`src/rtl/ddr4_cmd_monitor_if.sv`:
```
// DDR4 command bus as seen by the monitor: ACT_n, address/command pins, bank address, CS_n and CKE.
interface ddr4_cmd_monitor_if #(
    parameter int RANKS   = 1,
    parameter int BG_BITS = 1,
    parameter int BA_BITS = 2
);
    logic                 ddr_act_n;
    logic [16:0]          ddr_adr;
    logic [BG_BITS-1:0]   ddr_bg;
    logic [BA_BITS-1:0]   ddr_ba;
    logic [RANKS-1:0]     ddr_cs_n;
    logic [RANKS-1:0]     ddr_cke;

    modport master (output ddr_act_n, ddr_adr, ddr_bg, ddr_ba, ddr_cs_n, ddr_cke);
    modport slave  (input  ddr_act_n, ddr_adr, ddr_bg, ddr_ba, ddr_cs_n, ddr_cke);
endinterface

```
`src/rtl/ddr4_cmd_monitor.sv`:
```
// DDR4 command/protocol monitor: per-bank open state and timing, error reporting, ACT/RD/WR counters.
// DDR4_MON_STICKY_ERR_EN: latch the first error's code/rank/bank until err_clr or rst.
module ddr4_cmd_monitor #(
    parameter int  RANKS   = 1,
    parameter int  BG_BITS = 1,
    parameter int  BA_BITS = 2,
    parameter int  T_RCD   = 16,
    parameter int  T_RP    = 16,
    parameter int  T_RAS   = 39,
    parameter int  T_RFC   = 420,
    localparam int RW      = (RANKS > 1) ? $clog2(RANKS) : 1,
    localparam int BW      = BG_BITS + BA_BITS
) (
    input  logic              clk,
    input  logic              rst,
    input  logic              mon_en,
    input  logic              err_clr,
    ddr4_cmd_monitor_if.slave cmd,
    output logic              err_valid,
    output logic [3:0]        err_code,
    output logic [RW-1:0]     err_rank,
    output logic [BW-1:0]     err_bank,
    output logic [15:0]       err_cnt,
    output logic [31:0]       act_cnt,
    output logic [31:0]       rd_cnt,
    output logic [31:0]       wr_cnt
);
    localparam int NB  = 1 << BW;
    localparam int TA  = (T_RCD > T_RAS) ? T_RCD : T_RAS;
    localparam int TAW = $clog2(TA + 1);
    localparam int TPW = $clog2(T_RP + 1);
    localparam int TRW = $clog2(T_RFC + 1);
    // Timers hold (elapsed cycles - 1): a command exactly T cycles later sees T-1 and passes.
    localparam logic [TAW-1:0] RCD_MIN = TAW'(T_RCD - 1);
    localparam logic [TAW-1:0] RAS_MIN = TAW'(T_RAS - 1);
    localparam logic [TAW-1:0] TA_SAT  = TAW'(TA - 1);
    localparam logic [TPW-1:0] RP_MIN  = TPW'(T_RP - 1);
    localparam logic [TRW-1:0] RFC_MIN = TRW'(T_RFC - 1);

    typedef enum logic [2:0] {K_NONE, K_ACT, K_MRS, K_REF, K_PRE, K_WR, K_RD, K_OTH} kind_e;

    logic [RANKS-1:0][NB-1:0]          open_q, open_d;
    logic [RANKS-1:0][NB-1:0][TAW-1:0] t_act_q, t_act_d;
    logic [RANKS-1:0][NB-1:0][TPW-1:0] t_pre_q, t_pre_d;
    logic [RANKS-1:0][TRW-1:0]         t_ref_q, t_ref_d;

    logic          err_valid_q, err_valid_d;
    logic [3:0]    err_code_q, err_code_d;
    logic [RW-1:0] err_rank_q, err_rank_d;
    logic [BW-1:0] err_bank_q, err_bank_d;
    logic [15:0]   err_cnt_q, err_cnt_d;
    logic [31:0]   act_cnt_q, act_cnt_d, rd_cnt_q, rd_cnt_d, wr_cnt_q, wr_cnt_d;
`ifdef DDR4_MON_STICKY_ERR_EN
    logic          sticky_q, sticky_d;
`endif

    logic [RANKS-1:0] cs_low;
    int               n_low;
    logic [RW-1:0]    rk;
    logic [BW-1:0]    bk, eb;
    logic             multi, vld, report;
    kind_e            kind;
    logic [3:0]       code;

    // Row addresses are not tracked: no check depends on which row is open.
    logic unused_adr;
    assign unused_adr = ^{cmd.ddr_adr[13:11], cmd.ddr_adr[9:0]};

    always_comb begin
        cs_low = ~cmd.ddr_cs_n;
        n_low  = 0;
        rk     = '0;
        for (int i = RANKS - 1; i >= 0; i--) begin
            if (cs_low[i]) begin
                n_low = n_low + 1;
                rk    = RW'(i);
            end
        end
        multi = mon_en && (n_low > 1);
        vld   = mon_en && (n_low == 1) && cmd.ddr_cke[rk];
        bk    = {cmd.ddr_bg, cmd.ddr_ba};

        kind = K_NONE;
        if (vld) begin
            if (!cmd.ddr_act_n) kind = K_ACT;
            else begin
                case (cmd.ddr_adr[16:14])
                    3'b000:  kind = K_MRS;
                    3'b001:  kind = K_REF;
                    3'b010:  kind = K_PRE;
                    3'b100:  kind = K_WR;
                    3'b101:  kind = K_RD;
                    default: kind = K_OTH;
                endcase
            end
        end

        open_d  = open_q;
        t_act_d = t_act_q;
        t_pre_d = t_pre_q;
        t_ref_d = t_ref_q;
        if (mon_en) begin
            for (int r = 0; r < RANKS; r++) begin
                if (t_ref_q[r] != RFC_MIN) t_ref_d[r] = t_ref_q[r] + 1'b1;
                for (int b = 0; b < NB; b++) begin
                    if (t_act_q[r][b] != TA_SAT) t_act_d[r][b] = t_act_q[r][b] + 1'b1;
                    if (t_pre_q[r][b] != RP_MIN) t_pre_d[r][b] = t_pre_q[r][b] + 1'b1;
                end
            end
        end

        code = 4'd0;
        eb   = bk;
        if (multi) code = 4'd1;
        case (kind)
            K_ACT: begin
                if (open_q[rk][bk])                code = 4'd2;
                else if (t_pre_q[rk][bk] < RP_MIN) code = 4'd3;
                else if (t_ref_q[rk] < RFC_MIN)    code = 4'd4;
                open_d[rk][bk]  = 1'b1;
                t_act_d[rk][bk] = '0;
            end
            K_RD, K_WR: begin
                if (!open_q[rk][bk])                code = 4'd5;
                else if (t_act_q[rk][bk] < RCD_MIN) code = 4'd6;
                if (cmd.ddr_adr[10] && open_q[rk][bk]) begin
                    open_d[rk][bk]  = 1'b0;
                    t_pre_d[rk][bk] = '0;
                end
            end
            K_PRE: begin
                // Descending scan so the lowest violating bank is the one reported.
                for (int b = NB - 1; b >= 0; b--) begin
                    if (open_q[rk][b] && (cmd.ddr_adr[10] || (BW'(b) == bk))) begin
                        if (t_act_q[rk][b] < RAS_MIN) begin
                            code = 4'd7;
                            eb   = BW'(b);
                        end
                        open_d[rk][b]  = 1'b0;
                        t_pre_d[rk][b] = '0;
                    end
                end
            end
            K_REF: begin
                if (|open_q[rk]) code = 4'd8;
                t_ref_d[rk] = '0;
            end
            K_MRS: begin
                if (|open_q[rk]) code = 4'd9;
            end
            default: ;
        endcase

        act_cnt_d = act_cnt_q + {31'd0, kind == K_ACT};
        rd_cnt_d  = rd_cnt_q  + {31'd0, kind == K_RD};
        wr_cnt_d  = wr_cnt_q  + {31'd0, kind == K_WR};

        err_cnt_d = err_clr ? 16'd0 : err_cnt_q;
        if ((code != 4'd0) && (err_cnt_d != 16'hFFFF)) err_cnt_d = err_cnt_d + 16'd1;
`ifdef DDR4_MON_STICKY_ERR_EN
        sticky_d = err_clr ? 1'b0 : sticky_q;
        report   = (code != 4'd0) && !sticky_d;
        if (report) sticky_d = 1'b1;
`else
        report   = (code != 4'd0);
`endif
        err_valid_d = report;
        err_code_d  = err_code_q;
        err_rank_d  = err_rank_q;
        err_bank_d  = err_bank_q;
        if (report) begin
            err_code_d = code;
            err_rank_d = rk;
            err_bank_d = eb;
        end
    end

    always_ff @(posedge clk or posedge rst) begin
        if (rst) begin
            open_q      <= '0;
            t_act_q     <= {(RANKS*NB){TA_SAT}};
            t_pre_q     <= {(RANKS*NB){RP_MIN}};
            t_ref_q     <= {RANKS{RFC_MIN}};
            err_valid_q <= 1'b0;
            err_code_q  <= '0;
            err_rank_q  <= '0;
            err_bank_q  <= '0;
            err_cnt_q   <= '0;
            act_cnt_q   <= '0;
            rd_cnt_q    <= '0;
            wr_cnt_q    <= '0;
`ifdef DDR4_MON_STICKY_ERR_EN
            sticky_q    <= 1'b0;
`endif
        end else begin
            open_q      <= open_d;
            t_act_q     <= t_act_d;
            t_pre_q     <= t_pre_d;
            t_ref_q     <= t_ref_d;
            err_valid_q <= err_valid_d;
            err_code_q  <= err_code_d;
            err_rank_q  <= err_rank_d;
            err_bank_q  <= err_bank_d;
            err_cnt_q   <= err_cnt_d;
            act_cnt_q   <= act_cnt_d;
            rd_cnt_q    <= rd_cnt_d;
            wr_cnt_q    <= wr_cnt_d;
`ifdef DDR4_MON_STICKY_ERR_EN
            sticky_q    <= sticky_d;
`endif
        end
    end

    assign err_valid = err_valid_q;
    assign err_code  = err_code_q;
    assign err_rank  = err_rank_q;
    assign err_bank  = err_bank_q;
    assign err_cnt   = err_cnt_q;
    assign act_cnt   = act_cnt_q;
    assign rd_cnt    = rd_cnt_q;
    assign wr_cnt    = wr_cnt_q;
endmodule
```
`src/flat_wrapper.sv`:
```
// flat-port wrapper written by rule: the top's interface ports become plain ports
module ddr4_cmd_monitor_flat 
#(
    parameter int  RANKS   = 1,
    parameter int  BG_BITS = 1,
    parameter int  BA_BITS = 2,
    parameter int  T_RCD   = 16,
    parameter int  T_RP    = 16,
    parameter int  T_RAS   = 39,
    parameter int  T_RFC   = 420,
    localparam int RW      = (RANKS > 1) ? $clog2(RANKS) : 1,
    localparam int BW      = BG_BITS + BA_BITS
)
  (clk, rst, mon_en, err_clr, err_valid, err_code, err_rank, err_bank, err_cnt, act_cnt, rd_cnt, wr_cnt, cmd_ddr_act_n, cmd_ddr_adr, cmd_ddr_bg, cmd_ddr_ba, cmd_ddr_cs_n, cmd_ddr_cke);
  ddr4_cmd_monitor_if #(.RANKS(RANKS), .BG_BITS(BG_BITS), .BA_BITS(BA_BITS)) cmd_i ();
  input  logic clk;
  input  logic rst;
  input  logic mon_en;
  input  logic err_clr;
  output logic err_valid;
  output logic [3:0] err_code;
  output logic [RW-1:0] err_rank;
  output logic [BW-1:0] err_bank;
  output logic [15:0] err_cnt;
  output logic [31:0] act_cnt;
  output logic [31:0] rd_cnt;
  output logic [31:0] wr_cnt;
  input wire logic [$bits(cmd_i.ddr_act_n)-1:0] cmd_ddr_act_n;
  input wire logic [$bits(cmd_i.ddr_adr)-1:0] cmd_ddr_adr;
  input wire logic [$bits(cmd_i.ddr_bg)-1:0] cmd_ddr_bg;
  input wire logic [$bits(cmd_i.ddr_ba)-1:0] cmd_ddr_ba;
  input wire logic [$bits(cmd_i.ddr_cs_n)-1:0] cmd_ddr_cs_n;
  input wire logic [$bits(cmd_i.ddr_cke)-1:0] cmd_ddr_cke;
  assign cmd_i.ddr_act_n = cmd_ddr_act_n;
  assign cmd_i.ddr_adr = cmd_ddr_adr;
  assign cmd_i.ddr_bg = cmd_ddr_bg;
  assign cmd_i.ddr_ba = cmd_ddr_ba;
  assign cmd_i.ddr_cs_n = cmd_ddr_cs_n;
  assign cmd_i.ddr_cke = cmd_ddr_cke;
  ddr4_cmd_monitor #(.RANKS(RANKS), .BG_BITS(BG_BITS), .BA_BITS(BA_BITS), .T_RCD(T_RCD), .T_RP(T_RP), .T_RAS(T_RAS), .T_RFC(T_RFC)) u_core (.clk(clk), .rst(rst), .mon_en(mon_en), .err_clr(err_clr), .cmd(cmd_i), .err_valid(err_valid), .err_code(err_code), .err_rank(err_rank), .err_bank(err_bank), .err_cnt(err_cnt), .act_cnt(act_cnt), .rd_cnt(rd_cnt), .wr_cnt(wr_cnt));
endmodule
```
`config.mk`:
```
export PLATFORM = sky130hd
export DESIGN_NAME = ddr4_cmd_monitor_flat
export DESIGN_NICKNAME = d
export VERILOG_FILES = /design/src/rtl/ddr4_cmd_monitor_if.sv /design/src/rtl/ddr4_cmd_monitor.sv /design/src/flat_wrapper.sv
export SDC_FILE = /design/constraint.sdc
export NUM_CORES = 1
export LEC_CHECK = 0
export CAP_MARGIN = 20
export CORE_MARGIN = 1
export CORE_UTILIZATION = 44
export DETAILED_ROUTE_END_ITERATION = 10
export GPL_ROUTABILITY_DRIVEN = 0
export HOLD_SLACK_MARGIN = 0.12
export PLACE_DENSITY = 0.66
export RECOVER_POWER = 25
export SLEW_MARGIN = 20
export SYNTH_ARGS = -nofsm -noshare
export SYNTH_HDL_FRONTEND = slang
export SYNTH_SLANG_ARGS = --single-unit
```
`constraint.sdc`:
```
create_clock -name clk -period 18.35 [get_ports clk]
set_input_delay 3.67 -clock clk [delete_from_list [all_inputs] [get_ports clk]]
set_output_delay 3.67 -clock clk [all_outputs]
set_load 0.01 [all_outputs]
```
==> results_dict.tcl <==
set metrics [dict create \
    status "finished with violations" \
    violations "max-capacitance violations, max-slew violations" \
    grt_start_max_net_pins 116 \
    rsz0062_at_grt "false" \
    place_area_um2 13100 \
    synth_top_area_cell "dfrtp_1" \
    cts_root_buf "clkbuf_16" \
    setup_viol 0 \
    area_delta_synth_final_pct 22.6 \
    path_class "in -> async" \
    fillers 2253 \
    slew_violations 116 \
    power_density_nw_per_um2 123 \
    ir_worst_vdd_v 0.0000825 \
    async_reset_ff_share_pct 100 \
    fmax_mhz 121 \
    wl_per_cell_um 15.7 \
    drive_gt1_share_pct 10.2 \
    setup_ws_ns 10.10 \
    die_width_um 164 \
    fin_skew_ns 0.00948 \
    diodes 0 \
    ctsHoldBuffers 0 \
    drtIter0Drc 615 \
    tns_ns 0 \
    r2r_setup_slack_ns 14.94 \
    avgViaCountPerCell 5.40 \
    p_leak_nw 6.06 \
    start_kind "input port" \
    hpwl_um 17800 \
    fin_cells 1650 \
    ys_types 70 \
    pre_cts_ws_ns 10.82 \
    crit_arrival_ns 8.86 \
    cp-end-kind "async pin" \
    synthFlopType "dfrtp_1" \
    synth_area_leaders "dfrtp_1 36%, dfstp_2 14%, xnor2_1 7.2%" \
    core_um2 25400 \
    drcViolationCount 0 \
    synth_seq_cells 225 \
    seq_area_frac_synth_pct 49.7 \
    final_hold_viol_count 0 \
    cts_made_buffers 26 \
    ant_nets 0 \
    cts_resized 0 \
    crit_required_ns 18.95 \
    syn_area_per_cell_um2 9.85 \
    grt_pass1_vias 8606 \
    cap_violations 1 \
    overflow 0 \
    syn_area_um2 11500 \
    rows 58 \
    cts.htree.levels 1 \
    slew_headroom_pct -244 \
    crit_fanout 115 \
    initial_core_util_pct 45.2 \
    dr.pass1.iters 5 \
    via_count 8914 \
    worst_skew_pair.late_latency_ns 0.52 \
    drt_wl_total_um 25900 \
    die_area_um2 26700 \
    post_cts_buffers 0 \
    nets 1359 \
    track_usage_pct 19.5 \
    tightest_slew_ns 5.13 \
    fin_crit_sh_pct 45.0 \
    netlist_instances 1165 \
    grt_pass1_wl_um 43000 \
    dp.cells 1602 \
    port_buffers 133 \
    cts_tree "done" \
    io_pins 148 \
    yosysWarnings 0 \
    synth_top_cell_area_share_pct 35.8 \
    syn_nets 1224 \
    timing.final.crit_period_ns 8.25 \
    antenna_found_initial 0 \
    cts.path.max_buffers 3 \
    synth_edf_count 0 \
    min_path_type "reg -> reg" \
    clk_pin_slew_ns 0.06 \
    clock_sinks 225 \
    design_area_um2 14100 \
    fp.dieH_um 164 \
]
## worst paths after layout
| check | endpoint | cells after the start | from |
|---|---|---|---|
| worst min-delay path | u_core.act_cnt[31] | 1 | u_core.act_cnt[31] |
| worst max register to register | u_core.err_cnt[1] | 9 | u_core.t_act_q[38] |
| worst min register to register | u_core.act_cnt[31] | 1 | u_core.act_cnt[31] |
| worst max-delay path | u_core.open_q[2] | 4 | rst |
| min in group asynchronous | u_core.rd_cnt[31] | 2 | rst |
| max in group clk | u_core.err_cnt[1] | 10 | cmd_ddr_bg |
## cell type report
| cell class | instances | area, µm² | area share, % |
|---|---|---|---|
| multi-input cells | 881 | 5530 | 39.3 |
| inverters | 27 | 103 | 0.729 |
| clock buffers | 32 | 704 | 5.01 |
| well taps | 330 | 413 | 2.93 |
| flip-flops and latches | 225 | 5710 | 40.6 |
| repair buffers | 139 | 1370 | 9.75 |
| clock inverters | 16 | 246 | 1.75 |
## Yosys cell counts, drive strengths merged (17+ instances only)
library cell and count:
xnor2 95, nand2 113, clkbuf 18, nor2 166
nand2b 17, nor3 31, xor2 41, o21ai 37
dfrtp 164, dfstp 61, nand4 43, inv 27
nand3 66, ha 32, and3 30, and4 21
a21oi 52
## routing by layer
layer	global-route usage (%)	vias up	wire (µm)
li1	-	4364	-
met1	27.7	4320	12600
met2	31.6	195	11700
met3	2.79	35	1260
met4	4.12	0	344
met5	0	-	0
## cell families (layout without fill, tap and decap cells)
kind of cell | count (synthesis) | in the layout | synth area share, %
other cells | 1 | 1 | 0.0327
mux | 15 | 15 | 1.85
xor+xnor | 136 | 136 | 10.4
flops | 225 | 225 | 49.7
buf+inv | 59 | 214 | 2.26
compound gates | 149 | 149 | 8.20
fa+ha+maj | 32 | 32 | 3.49
simple gates | 548 | 548 | 24.1
## layout by cell type (no fill, tap or decap), types with 26 or more instances in the layout
cell type / n
inv_1: 26
a21oi_1: 52
nor2_1: 165
xor2_1: 41
nand2_1: 113
nand4_1: 43
dfrtp_1: 164
ha_1: 32
nand3_1: 66
o21ai_0: 36
clkbuf_16: 27
and3_1: 30
xnor2_1: 95
dlygate4sd3_1: 29
nor3_1: 29
dfstp_2: 61
clkdlybuf4s50_1: 103
## flip-flops by register name (all words and copies together) (netlist names)
| name | count |
|---|---|
| u_core.rd_cnt | 32 |
| u_core.err_bank | 3 |
| u_core.t_pre_q | 40 |
| u_core.t_act_q | 48 |
| u_core.err_code | 4 |
| u_core.open_q | 8 |
| u_core.act_cnt | 32 |
| u_core.t_ref_q | 9 |
| u_core.err_cnt | 16 |
| u_core.wr_cnt | 32 |
| u_core.err_valid | 1 |
## worst max-delay path, cell delays in order
cell and delay (ns):
dlygate4sd3_1 0.55, clkinvlp_2 2.87, buf_4 1.01, buf_4 0.63
## through the flow
stage                     util [%]  hold slack (ns)  power (W)
final                         55.4            0.462    0.00173
after global routing          55.4            0.476    0.00184
after CTS                     55.4            0.469    0.00175
after detailed placement      51.7            0.459    0.00116
after global placement        51.7            0.456    0.00115
after floorplan                  -            0.462    0.00105
## report_power, final
group / total, W / switching (W) / internal [W]
clock: 0.000569 / 0.000211 / 0.000359
sequential: 0.000793 / 0.000135 / 0.000658
combinational: 0.000366 / 0.000197 / 0.000169
No activity file was read; power rests on OpenSTA's default activity.
